==> config.mk <==
export PLATFORM = sky130hd
export DESIGN_NAME = nx_fifo_prefetch_rd
export DESIGN_NICKNAME = d
export VERILOG_FILES = /design/src/rtl/nx_fifo_prefetch_pkg.sv /design/src/rtl/nx_fifo_prefetch_buf.sv /design/src/rtl/nx_fifo_prefetch_rd.sv
export SDC_FILE = /design/constraint.sdc
export NUM_CORES = 1
export LEC_CHECK = 0
export CAP_MARGIN = 20
export CORE_MARGIN = 1
export CORE_UTILIZATION = 40
export CTS_CLUSTER_DIAMETER = 50
export DETAILED_ROUTE_END_ITERATION = 8
export PLACE_DENSITY = 0.6
export SETUP_SLACK_MARGIN = 0.1
export SYNTH_ARGS = -nofsm -noshare
export SYNTH_HDL_FRONTEND = slang
export SYNTH_SLANG_ARGS = --single-unit
export TNS_END_PERCENT = 1
==> constraint.sdc <==
create_clock -name clk -period 7.45 [get_ports clk]
set_input_delay 1.1175 -clock clk [delete_from_list [all_inputs] [get_ports clk]]
set_output_delay 1.1175 -clock clk [all_outputs]
set_load 0.02 [all_outputs]
==> src/rtl/nx_fifo_prefetch_pkg.sv <==
// Shared types and sizing helpers for the nx_fifo prefetch read stage.
`timescale 1ns/1ps
package nx_fifo_prefetch_pkg;

  localparam int STALL_CNT_W = 16;
  localparam int MAX_RD_LAT  = 3;

  // Bits above RD_LAT-1 are held at zero by the top level.
  typedef logic [MAX_RD_LAT-1:0] inflight_pipe_t;

  function automatic int occ_w(input int depth);
    return $clog2(depth + 1);
  endfunction

endpackage

==> src/rtl/nx_fifo_prefetch_buf.sv <==
// Circular output buffer of the prefetch stage: DEPTH x DATA_W registers, wr/rd pointers, occupancy.
`timescale 1ns/1ps
module nx_fifo_prefetch_buf
  import nx_fifo_prefetch_pkg::*;
#(
  parameter int DATA_W = 32,
  parameter int DEPTH  = 3
) (
  input  logic                    clk,
  input  logic                    rst,
  input  logic                    clear,
  input  logic                    push,
  input  logic [DATA_W-1:0]       wr_data,
  input  logic                    pop,
  output logic [DATA_W-1:0]       head,
  output logic [occ_w(DEPTH)-1:0] occ
);

  localparam int OCC_W = occ_w(DEPTH);
  localparam int PTR_W = (DEPTH > 1) ? $clog2(DEPTH) : 1;
  localparam logic [PTR_W-1:0] LAST = PTR_W'(DEPTH - 1);
  localparam logic [OCC_W-1:0] FULL = OCC_W'(DEPTH);

  logic [DATA_W-1:0] mem [DEPTH];
  logic [PTR_W-1:0]  wr_ptr;
  logic [PTR_W-1:0]  rd_ptr;

  assign head = mem[rd_ptr];

  // Pointers wrap explicitly because DEPTH need not be a power of two.
  always_ff @(posedge clk or posedge rst) begin
    if (rst) begin
      wr_ptr <= '0;
      rd_ptr <= '0;
      occ    <= '0;
      for (int i = 0; i < DEPTH; i++) mem[i] <= '0;
    end else if (clear) begin
      wr_ptr <= '0;
      rd_ptr <= '0;
      occ    <= '0;
    end else begin
      if (push) begin
        mem[wr_ptr] <= wr_data;
        wr_ptr      <= (wr_ptr == LAST) ? '0 : wr_ptr + 1'b1;
      end
      if (pop) rd_ptr <= (rd_ptr == LAST) ? '0 : rd_ptr + 1'b1;
      if (push && !pop)      occ <= occ + 1'b1;
      else if (pop && !push) occ <= occ - 1'b1;
    end
  end

  a_no_write_when_full: assert property (@(posedge clk) disable iff (rst)
    !(push && !clear && occ == FULL));

endmodule

==> src/rtl/nx_fifo_prefetch_rd.sv <==
// Read-side prefetch stage behind nx_fifo_ctrl: credit-based ren, RD_LAT in-flight pipe, registered output.
// Optional stall counter port enabled by NX_FIFO_PREFETCH_STATS_EN.
`timescale 1ns/1ps
module nx_fifo_prefetch_rd
  import nx_fifo_prefetch_pkg::*;
#(
  parameter int DATA_W    = 32,
  parameter int RD_LAT    = 1,
  parameter int OUT_DEPTH = 3
) (
  input  logic                   clk,
  input  logic                   rst,
  input  logic                   clear,
  input  logic                   fifo_empty,
  output logic                   fifo_ren,
  input  logic [DATA_W-1:0]      ram_rdata,
  output logic                   rd_valid,
  input  logic                   rd_ready,
`ifdef NX_FIFO_PREFETCH_STATS_EN
  output logic [STALL_CNT_W-1:0] stall_cnt,
`endif
  output logic [DATA_W-1:0]      rd_data
);

  localparam int OCC_W = occ_w(OUT_DEPTH);
  localparam int CMT_W = OCC_W + 1;
  localparam inflight_pipe_t PIPE_MASK = inflight_pipe_t'((1 << RD_LAT) - 1);

  inflight_pipe_t   pipe;
  logic [OCC_W-1:0] occ;
  logic [CMT_W-1:0] committed;
  logic             push;
  logic             pop;

  // Credit uses registered occ only: a pop frees a slot from the next cycle on.
  assign committed = {1'b0, occ} + CMT_W'($countones(pipe));
  assign fifo_ren  = !rst && !clear && !fifo_empty && (committed < CMT_W'(OUT_DEPTH));
  assign push      = pipe[RD_LAT-1];
  assign rd_valid  = (occ != '0);
  assign pop       = rd_valid && rd_ready;

  always_ff @(posedge clk or posedge rst) begin
    if (rst)        pipe <= '0;
    else if (clear) pipe <= '0;
    else            pipe <= {pipe[MAX_RD_LAT-2:0], fifo_ren} & PIPE_MASK;
  end

  nx_fifo_prefetch_buf #(
    .DATA_W (DATA_W),
    .DEPTH  (OUT_DEPTH)
  ) u_buf (
    .clk     (clk),
    .rst     (rst),
    .clear   (clear),
    .push    (push),
    .wr_data (ram_rdata),
    .pop     (pop),
    .head    (rd_data),
    .occ     (occ)
  );

`ifdef NX_FIFO_PREFETCH_STATS_EN
  always_ff @(posedge clk or posedge rst) begin
    if (rst)                                          stall_cnt <= '0;
    else if (clear)                                   stall_cnt <= '0;
    else if (rd_valid && !rd_ready && stall_cnt != '1) stall_cnt <= stall_cnt + 1'b1;
  end
`endif

endmodule

==> tab_implementation.tex <==
\begin{tabular}{lr}
\hline
Metric & Value \\
\hline
\multicolumn{2}{l}{\textbf{Outcome}} \\
\quad Result of the run & finished with violations \\
\quad Violated checks & DRC \\
\multicolumn{2}{l}{\textbf{Setup path}} \\
\quad R2r startpoint & pipe[0] \\
\quad Launching element type of the critical path & input port \\
\quad Highest cell delay on the worst timing path & $\sim$0.7 ns \\
\quad Highest fanout seen on the critical path & 10 \\
\quad CP max-delay cell & sky130\_fd\_sc\_hd\_\_clkdlybuf4s50\_1 \\
\quad Worst Reg-to-Reg Cells & 4 \\
\quad Top cell by count, worst path & sky130\_fd\_sc\_hd\_\_clkdlybuf4s50\_1 \\
\quad Kind of end point of the critical path & output port \\
\quad Reg-to-reg endpoint & u\_buf.mem[83] \\
\quad Top Family by Delay on Critical Path & buffers and inverters \\
\quad Number of buffer and inverter instances along the worst setup path & 2 \\
\quad Worst path arrival time & 3.23 ns \\
\quad CP Cell Sequence & clkdlybuf4s50\_1 -> or4\_1 -> a21oi\_1 -> clkdlybuf4s50\_1 \\
\quad Category of the most critical setup path & input port to output port \\
\quad Flop-to-flop setup slack & 5.14 ns \\
\quad Required time of the critical path & 6.33 ns \\
\multicolumn{2}{l}{\textbf{Min path}} \\
\quad Type of the most critical hold path & register to register \\
\quad Source of the worst hold timing path & u\_buf.mem[7] \\
\quad Capture endpoint of the worst hold path & u\_buf.mem[7] \\
\quad Worst hold path cell count & 1 \\
\multicolumn{2}{l}{\textbf{Yosys}} \\
\quad Synth Instances & between 300 and 400 \\
\quad Leading cell type by number of instances after synthesis & sky130\_fd\_sc\_hd\_\_dfrtp\_1 \\
\quad Synth async-reset ratio & 1.00 \\
\quad Largest family of logic cells by synthesized area & multiplexers \\
\quad Top cells by area, synth & sky130\_fd\_sc\_hd\_\_dfrtp\_1, sky130\_fd\_sc\_hd\_\_mux2\_2, sky130\_fd\_sc\_hd\_\_mux2\_4 \\
\quad Ranking of synthesized cells by instance count & sky130\_fd\_sc\_hd\_\_dfrtp\_1, sky130\_fd\_sc\_hd\_\_mux2\_2, sky130\_fd\_sc\_hd\_\_mux2i\_1, sky130\_fd\_sc\_hd\_\_nand2\_1, sky130\_fd\_sc\_hd\_\_o21ai\_0 \\
\quad Sequential share of the synthesized area & 0.532 \\
\quad Post-synthesis share of cell area spent on full adders, half adders and majority gates & 0.00517 \\
\quad Synthesized-area fraction occupied by ao, oa, aoi and oai cells & 0.0437 \\
\quad Nets in the synthesized netlist & about 390 \\
\quad Cell area after technology mapping & just under 0.005 mm2 \\
\quad Register bit total from synthesis & between 100 and 150 \\
\quad EDFF count, synth & 0 \\
\quad Share of synthesized cell area in and, or, nand and nor gates & 0.0600 \\
\quad Distinct cell type count after synthesis & 31 \\
\quad Yosys warning count & 0 \\
\quad Cell type contributing the most total cell area after synthesis & sky130\_fd\_sc\_hd\_\_dfrtp\_1 \\
\quad Mean instance size in the synthesized netlist & 13.8 um2 \\
\quad Portion of synthesized cell area occupied by the leading cell type & 0.532 \\
\quad XOR/XNOR share of the synthesized area & 0 \\
\quad Multiplexer fraction of the synthesized cell area & 0.317 \\
\quad Post-synth top flop & sky130\_fd\_sc\_hd\_\_dfrtp\_1 \\
\multicolumn{2}{l}{\textbf{GRT}} \\
\quad Maximum number of pins on one net before global-route repair & just under 60 \\
\quad GR Overflow Total & 0 \\
\quad Number of global-route vias before repair & 2963 \\
\quad Overall routing resource usage & 0.160 \\
\quad Wire length of the first global-routing pass & between 15000 and 20000 um \\
\quad Antenna violations before repair & 0 \\
\multicolumn{2}{l}{\textbf{STA}} \\
\quad Post-Route Hold Slack & 0.489 ns \\
\quad Actual transition at the worst max-transition pin & 0.924 ns \\
\quad Pins over their slew limit & 0 \\
\quad Fmax & approximately 0.23 GHz \\
\quad Clock period minus worst slack & $\sim$4.3 ns \\
\quad RSZ-0062 raised after global routing & false \\
\quad Finish-stage setup viols & 0 \\
\quad Worst setup margin & a little over 3 ns \\
\quad Ratio of final minimum period to clock period & 0.583 \\
\quad Final Hold Viols & 0 \\
\quad Largest clock skew in the final design & a little over 0.01 ns \\
\quad Setup\_tns & 0 ns \\
\quad Relative slew slack & 0.383 \\
\multicolumn{2}{l}{\textbf{Place}} \\
\quad Area post-placement & between 0.005 and 0.006 mm2 \\
\quad Worst setup slack after placement & slightly above 3 ns \\
\quad Number of buffer cells added on primary ports & 70 \\
\quad Final Wtd Congestion & 0.693 \\
\quad HPWL after detailed placement & about 5600 um \\
\multicolumn{2}{l}{\textbf{Pwr}} \\
\quad Overall power consumption & 1500 uW \\
\quad Worst ir drop on vdd & 104 uV \\
\quad Pwr per Cell Area & between 200 and 300 mW/mm2 \\
\quad Leakage power summed over all cells & 0.00246 uW \\
\multicolumn{2}{l}{\textbf{Clocking}} \\
\quad Root cell of the clock tree & sky130\_fd\_sc\_hd\_\_clkbuf\_16 \\
\quad TritonCTS clock tree & yes \\
\quad Total clock buffers created by CTS & 9 \\
\quad Sink count of the clock tree & slightly above 100 \\
\quad Clock-pin slew of the registers on the worst-case setup and hold paths & approximately 0.07 ns \\
\quad Count of hold buffers inserted by post-cts repair & 0 \\
\quad \# resized after CTS & 0 \\
\quad Number of post-CTS setup repair buffers & 0 \\
\quad Clock buffer depth & 2 \\
\quad Clock latency of the later-clocked register in the worst-skew pair & about 0.34 ns \\
\quad Htree depth & 3 \\
\multicolumn{2}{l}{\textbf{Cells and area}} \\
\quad Number of diodes added for antenna fixing & 0 \\
\quad Filler instances & 1027 \\
\quad Growth of design area from synthesis to finish & 21.3\% \\
\quad Number of nets in the layout & 455 \\
\quad Fraction of final layout cells sized beyond drive strength 1 & 0.280 \\
\quad Post-route cell area & approximately 0.0059 mm2 \\
\multicolumn{2}{l}{\textbf{Flow run}} \\
\quad Maximum capacitance violations & 0 \\
\multicolumn{2}{l}{\textbf{Die}} \\
\quad Number of ports placed on the die boundary & 71 \\
\quad Die boundary height & 112 um \\
\quad Die outline area & around 0.013 mm2 \\
\quad Horizontal die dimension & about 110 um \\
\quad Count of standard-cell rows & 39 \\
\quad Initial standard-cell utilization of the core & 0.417 \\
\quad CORE AREA & about 0.012 mm2 \\
\multicolumn{2}{l}{\textbf{Route}} \\
\quad Overall routed net length & between 9000 and 10000 um \\
\quad Antenna viol nets, final & 0 \\
\quad Final routed wire length divided by cell count & 17.0 um \\
\quad Per-cell via count in the routed design & 5.15 \\
\quad Vias & 2904 \\
\quad Pre-antenna DRT Iters & 6 \\
\quad Number of violations reported at the end of detailed-routing iteration 0 & between 80 and 90 \\
\quad Residual DRC count & 1 \\
\hline
\end{tabular}
## cell families after synthesis
kind of cell    count (synthesis)
mux                           130
simple gates                   52
compound gates                 41
fa+ha+maj                       2
buf+inv                        24
flops                         103
## how the worst max path moves through the flow
stage,from,endpoint,slack [ns],cells past startpoint
5_1_grt,clear,fifo_ren,3.01,4
2_1_floorplan,rst,pipe[0],3.63,1
4_1_cts,clear,fifo_ren,3.09,4
3_3_place_gp,clear,fifo_ren,3.09,4
6_report,clear,fifo_ren,3.10,4
3_5_place_dp,clear,fifo_ren,3.10,4
## where the power goes
| part | switching (uW) | total [uW] | internal (uW) |
|---|---|---|---|
| Combinational | 151 | 348 | 197 |
| Clock | 200 | 463 | 263 |
| Sequential | 44.8 | 691 | 646 |
| Total | 395 | 1500 | 1110 |
## cells in the final DEF (no fill, tap or decap), types with 4 or more instances in the layout
master / instances
sky130_fd_sc_hd__dfrtp_1: 102
sky130_fd_sc_hd__clkdlybuf4s50_1: 70
sky130_fd_sc_hd__mux2_2: 58
sky130_fd_sc_hd__o21ai_0: 33
sky130_fd_sc_hd__nand2_1: 33
sky130_fd_sc_hd__mux2i_1: 33
sky130_fd_sc_hd__mux2_4: 30
sky130_fd_sc_hd__mux2_1: 9
sky130_fd_sc_hd__clkbuf_16: 9
sky130_fd_sc_hd__a21oi_1: 6
sky130_fd_sc_hd__buf_4: 5
sky130_fd_sc_hd__clkbuf_8: 4
## flip-flops by register name, summed over array words and instances, names as in the netlist
signal	flops
u_buf.occ	2
u_buf.rd_ptr	2
pipe	1
u_buf.mem	96
u_buf.wr_ptr	2
## area by class of cell
cell class	count	area [um2]	share of cell area
clock buffer	14	284	0.0484
clock inverter	2	12.5	0.00213
inverter	2	10.0	0.00170
multi-input combinational	225	2070	0.352
sequential	103	2580	0.439
tap	143	179	0.0305
timing repair buffer	75	738	0.126
## metal layers
metal  GRT usage  share of wire
met2       0.266           0.49
met4      0.0640          0.014
met5           0              0
met3      0.0281          0.031
met1       0.209           0.46
## stage by stage
step | std cells | util
CTS | 564 | 0.506
global route | 564 | 0.506
floorplan | 352 | -
global placement | 548 | 0.480
detailed placement | 548 | 0.480
finish | 564 | 0.506
Power figures use the tool's default switching activity.
